<file path="config.mk">
export PLATFORM = sky130hd
export DESIGN_NAME = tl_cntr_nway
export DESIGN_NICKNAME = d
export VERILOG_FILES = /design/src/rtl/tl_cntr_nway.sv
export SDC_FILE = /design/constraint.sdc
export NUM_CORES = 1
export LEC_CHECK = 0
export ABC_CLOCK_PERIOD_IN_PS = 3200
export CORE_MARGIN = 3
export CORE_UTILIZATION = 46
export DETAILED_ROUTE_END_ITERATION = 6
export PLACE_DENSITY_LB_ADDON = 0.2
export SYNTH_ARGS = -nofsm -noshare
export SYNTH_HDL_FRONTEND = slang
export SYNTH_SLANG_ARGS = --single-unit
</file>
<file path="constraint.sdc">
create_clock -name clk -period 3.2 [get_ports clk]
set_clock_uncertainty 0.1 [all_clocks]
set_input_delay 0.96 -clock clk [delete_from_list [all_inputs] [get_ports clk]]
set_output_delay 0.96 -clock clk [all_outputs]
set_load 0.05 [all_outputs]
</file>
<file path="src/rtl/tl_cntr_nway.sv">
// N-approach traffic light controller: round-robin green service with min/max
// green, timed yellow and all-red clearance, and a night flash mode.
module tl_cntr_nway #(
  parameter int N_DIR      = 4,
  parameter int GREEN_MIN  = 4,
  parameter int GREEN_MAX  = 10,
  parameter int YELLOW_CYC = 2,
  parameter int ALLRED_CYC = 1,
  parameter int FLASH_HALF = 3,
  parameter int CNT_W      = 8,
  parameter int DIR_W      = 2
) (
  input  logic                 clk,
  input  logic                 reset,
  input  logic [N_DIR-1:0]     T,
  input  logic                 flash_en,
  output logic [2*N_DIR-1:0]   L,
  output logic [DIR_W-1:0]     cur_dir,
  output logic [1:0]           phase
);

  typedef enum logic [1:0] {
    PH_GREEN  = 2'b00,
    PH_YELLOW = 2'b01,
    PH_ALLRED = 2'b10,
    PH_FLASH  = 2'b11
  } phase_t;

  localparam logic [1:0] LAMP_GREEN  = 2'b00;
  localparam logic [1:0] LAMP_YELLOW = 2'b01;
  localparam logic [1:0] LAMP_RED    = 2'b10;
  localparam logic [1:0] LAMP_OFF    = 2'b11;

  // Timer values marking the last cycle of each timed interval.
  localparam logic [CNT_W-1:0] GMIN_LAST  = CNT_W'(GREEN_MIN - 1);
  localparam logic [CNT_W-1:0] GMAX_LAST  = CNT_W'(GREEN_MAX - 1);
  localparam logic [CNT_W-1:0] YEL_LAST   = CNT_W'(YELLOW_CYC - 1);
  localparam logic [CNT_W-1:0] AR_LAST    = CNT_W'(ALLRED_CYC - 1);
  localparam logic [CNT_W-1:0] FLASH_LAST = CNT_W'(FLASH_HALF - 1);
  localparam logic [DIR_W-1:0] LAST_DIR   = DIR_W'(N_DIR - 1);

  phase_t            state, state_nxt;
  logic [DIR_W-1:0]  dir, dir_nxt;
  logic [CNT_W-1:0]  timer, timer_nxt;
  logic              blink, blink_nxt;
  logic [N_DIR-1:0]  dir_mask;
  logic              cur_req;
  logic              other_req;
  logic              green_exit;

  function automatic logic [CNT_W-1:0] sat_inc(input logic [CNT_W-1:0] v);
    return (v == {CNT_W{1'b1}}) ? v : v + CNT_W'(1);
  endfunction

  // Rotate the request vector so bit i is approach from+1+i; the lowest set
  // bit is the next approach in round-robin order (from itself comes last).
  // With no requests the offset stays 0, i.e. simply advance by one.
  function automatic logic [DIR_W-1:0] rr_pick(input logic [DIR_W-1:0] from,
                                               input logic [N_DIR-1:0] req);
    logic [2*N_DIR-1:0] rot;
    int off;
    int sum;
    rot = {req, req} >> (int'(from) + 1);
    off = 0;
    for (int i = N_DIR - 1; i >= 0; i--) begin
      if (rot[i]) off = i;
    end
    sum = int'(from) + 1 + off;
    if (sum >= N_DIR) sum = sum - N_DIR;
    return DIR_W'(sum);
  endfunction

  always_comb begin
    dir_mask  = {{(N_DIR-1){1'b0}}, 1'b1} << dir;
    cur_req   = |(T & dir_mask);
    other_req = |(T & ~dir_mask);
    green_exit = flash_en
              || (timer >= GMIN_LAST && !cur_req && other_req)
              || (timer >= GMAX_LAST && other_req);
  end

  // State register
  always_ff @(posedge clk) begin
    if (reset) begin
      state <= PH_GREEN;
      dir   <= '0;
      timer <= '0;
      blink <= 1'b0;
    end else begin
      state <= state_nxt;
      dir   <= dir_nxt;
      timer <= timer_nxt;
      blink <= blink_nxt;
    end
  end

  // Next-state logic
  always_comb begin
    state_nxt = state;
    dir_nxt   = dir;
    timer_nxt = sat_inc(timer);
    blink_nxt = blink;
    unique case (state)
      PH_GREEN: begin
        if (green_exit) begin
          state_nxt = PH_YELLOW;
          timer_nxt = '0;
        end
      end
      PH_YELLOW: begin
        if (timer >= YEL_LAST) begin
          state_nxt = PH_ALLRED;
          timer_nxt = '0;
        end
      end
      PH_ALLRED: begin
        if (timer >= AR_LAST) begin
          timer_nxt = '0;
          blink_nxt = 1'b0;
          if (flash_en) begin
            state_nxt = PH_FLASH;
          end else begin
            state_nxt = PH_GREEN;
            dir_nxt   = rr_pick(dir, T);
          end
        end
      end
      PH_FLASH: begin
        if (!flash_en) begin
          // Parking on the last approach makes the next green search start at 0.
          state_nxt = PH_ALLRED;
          dir_nxt   = LAST_DIR;
          timer_nxt = '0;
          blink_nxt = 1'b0;
        end else if (timer >= FLASH_LAST) begin
          timer_nxt = '0;
          blink_nxt = ~blink;
        end
      end
      default: begin
        state_nxt = PH_GREEN;
        timer_nxt = '0;
      end
    endcase
  end

  // Output decode from registered state only
  always_comb begin
    L = '0;
    for (int i = 0; i < N_DIR; i++) begin
      unique case (state)
        PH_GREEN:  L[2*i +: 2] = (dir == DIR_W'(i)) ? LAMP_GREEN : LAMP_RED;
        PH_YELLOW: L[2*i +: 2] = (dir == DIR_W'(i)) ? LAMP_YELLOW : LAMP_RED;
        PH_ALLRED: L[2*i +: 2] = LAMP_RED;
        PH_FLASH:  L[2*i +: 2] = blink ? LAMP_YELLOW : LAMP_OFF;
        default:   L[2*i +: 2] = LAMP_RED;
      endcase
    end
  end

  assign cur_dir = dir;
  assign phase   = state;

endmodule

</file>
==> run_results.csv <==
group,metric,value,unit
power_and_ir_drop,intPower,0.321,mW
placed_design,placed_cell_area,1310,sq um
sta,setup_slack,0.0899,ns
final_layout,antenna_cells,0,
yosys,synth_top_family_by_area,"simple AND/OR/NAND/NOR gates",
global_routing,grt-ovfl-total,0,
clock_tree,numClockSinks,13,
sta,timing.fmax,322,MHz
sta,fin_crit_sh,0.972,
yosys,yosysWarnings,0,
yosys,ys_types,44,
placed_design,hpwl,1930,um
clock_tree,insertion_delay,0.28,ns
placed_design,dp_slack,0.146,ns
sta,setup_viol,0,
die,initial_utilization,0.496,
sta,grt_setup_unrepaired,"false",
die,io_pins,19,
yosys,synth_top_area_frac,0.230,
yosys,post_synth_mux_area_share,0.0177,
critical_path,worstSetupStartpointType,"flip-flop",
drt,wirelength,2590,um
run,maxCapViolations,0,
yosys,synth-edff-count,0,
power_and_ir_drop,power_frac_seq,0.370,
final_layout,nets,176,
final_layout,fillers,218,
yosys,synth_area_per_cell,7.90,sq um
clock_tree,cts_tree,"yes",
power_and_ir_drop,switchingPower,0.221,mW
die,rows,17,
sta,max-slew-margin-rel,0.654,
global_routing,antenna_found_initial,0,
clock_tree,numCtsBuffers,3,
drt,dr.pass1.iters,4,
power_and_ir_drop,p_clk_frac,0.195,
sta,hold_viol_final,0,
power_and_ir_drop,p_leak,0.518,nW
critical_path,crit_arrival,2.05,ns
drt,drtAntennaViolNets,0,
yosys,synth-simple-area-share,0.331,
yosys,ys_ff_latch,13,
clock_tree,hold_buffers,0,
global_routing,grt_max_degree,17,
yosys,synthCells,143,
min_path,hold_class,"reg -> reg",
sta,finalCriticalPeriod,3.11,ns
power_and_ir_drop,combPwrFrac,0.435,
die,die_h,55.6,um
yosys,ys_seq_area_frac,0.230,
min_path,min_path_cells,2,
yosys,synthesis.nets,159,
power_and_ir_drop,p_per_area,403,nW/um^2
yosys,synth_compound_area_frac,0.233,
yosys,synth_xor_area_frac,0.0310,
sta,tightest_slew,0.518,ns
critical_path,critPathCaptureType,"output pin",
global_routing,grt_pass1_wl,4350,um
power_and_ir_drop,p_sw_frac,0.408,
yosys,synth_top_cell_by_area,"dfxtp_1",
status,status,"complete, no violations",
placed_design,portBuffers,18,
critical_path,required,2.14,ns
yosys,synthFlopType,"dfxtp_1",
drt,drtIter0Drc,30,
die,die_x,55.6,um
sta,maxSlewViolCount,0,
critical_path,critPathMaxFanout,12,
final_layout,final_area,1340,sq um
drt,drcViolationCount,0,
yosys,synthTopCellsByArea,"dfxtp_1, ha_1, nor2_1, nand3_1, a21oi_1",
die,die-area,3090,sq um
drt,routedWlPerCell,13.9,um
yosys,async_reset_ff_frac,0,
yosys,synth_fa_ha_area_frac,0.0997,
yosys,synth_area,1130,sq um
drt,viasPerCell,5.83,
global_routing,track_usage,0.168,
placed_design,gp_congestion,0.766,
power_and_ir_drop,vdd_drop_max,0.331,mV
critical_path,r2r_cells,8,
clock_tree,clkTransAtPathRegs,0.09,ns
final_layout,drive_gt1_frac,0.119,
final_layout,area_delta_synth_final,18.8,%
clock_tree,cts_buffer_depth,2,
clock_tree,clock-root-buffer,"clkbuf_4",
clock_tree,postCtsSetupBuffers,0,
drt,dr_total_vias,1091,
die,core_area,2280,sq um
sta,finalSetupTns,0,ns
clock_tree,cts-htree-levels,1,
global_routing,grt_pass1_vias,1024,
critical_path,criticalPathCategory,"reg -> out",
power groups by stage:
stage	clock network, mW	registers, mW	logic [mW]
floorplan	0	0.208	0.167
global placement	0	0.202	0.232
detailed placement	0	0.204	0.237
CTS	0.108	0.200	0.237
global route	0.111	0.205	0.252
finish	0.106	0.201	0.236
path summary, 6_finish.rpt:
kind / slack (ns) / start / endpoint
setup / recovery: 0.09 / cur_dir[0]$_SDFFE_PP0P_ / L[6]
hold / removal: 0.38 / blink$_SDFFE_PP0P_ / blink$_SDFFE_PP0P_
setup reg to reg: 0.95 / cur_dir[0]$_SDFFE_PP0P_ / timer[6]$_SDFF_PP0_
hold reg to reg: 0.38 / blink$_SDFFE_PP0P_ / blink$_SDFFE_PP0P_
final cells by class:
class / instances / area [sq um] / share of cell area
Timing Repair Buffer: 20 / 193 / 0.144
Sequential cell: 13 / 262 / 0.195
Multi-Input combinational cell: 116 / 805 / 0.599
Tap cell: 28 / 35.0 / 0.0261
Clock buffer: 4 / 26.3 / 0.0196
Inverter: 6 / 22.5 / 0.0168
layer usage:
| metal | GRT usage | up-vias | part of all wire |
|---|---|---|---|
| met5 | 0 | - | 0 |
| li1 | - | 555 | - |
| met3 | 0.0210 | 5 | 0.041 |
| met4 | 0.0729 | 0 | 0.015 |
| met2 | 0.302 | 22 | 0.51 |
| met1 | 0.195 | 509 | 0.44 |
Yosys cell counts (all sizes together) (2+ instances only):
cell and n:
nand4 2, nor3 2, nor4 2, and3 4
buf 4, nand2 7, a21oi 8, ha 9
inv 6, nor2 23, or2 3, dfxtp 13
nand2b 5, o32ai 2, nand3 9, o21a 4
a22oi 2, mux2i 2, clkbuf 4, a31oi 2
a211oi 3, o2111a 2, or3 2, xnor2 3
o21ai 6
worst max-delay path, cell delays in order, from the launching register on:
cell and delay (ns):
dfxtp_1 0.54, ha_1 0.31, o21a_1 0.13, clkdlybuf4s50_1 0.79
per-stage QoR:
stage           util  power, mW  hold slack [ns]  instances
4_1_cts        0.587      0.545            0.379        187
5_1_grt        0.590      0.568            0.426        187
3_5_place_dp   0.577      0.441            0.367        183
2_1_floorplan      -      0.375            0.334        143
3_3_place_gp   0.577      0.434            0.351        183
6_report       0.590      0.542            0.376        187
cells by family (layout without fill, tap and decap cells):
logic type / after synthesis / after routing
flip-flops: 13 / 13
AO/OA/AOI/OAI: 35 / 35
buffers and inverters: 14 / 30
XOR/XNOR: 4 / 4
adder cells (fa/ha/maj): 9 / 9
multiplexers: 2 / 2
AND/OR/NAND/NOR: 66 / 66
sequential cells by signal, indices dropped and copies added, names as in the netlist:
register and flops:
blink 1, cur_dir 2, phase 2, timer 8
repair_timing:
action / in CTS / in global routing
endpoints found under the setup margin: 2 / 3
cloned: 0 / 0
gates resized for setup: 2 / 3
pin swaps: 0 / 0
layout by cell type, fill, tap and decap left out, types with 3 or more instances in the layout:
cell type	netlist	final
buf_4	0	4
ha_1	9	9
o21a_1	4	4
or2_2	3	3
a21oi_1	8	8
nand3_1	9	9
and3_1	4	4
clkdlybuf4s50_1	0	12
nor2_1	23	23
nand2_1	7	7
clkbuf_4	0	3
dfxtp_1	13	12
nand2b_1	4	4
xnor2_1	3	3
o21ai_0	6	6
inv_1	6	6
(Power assumes the default switching activity.)
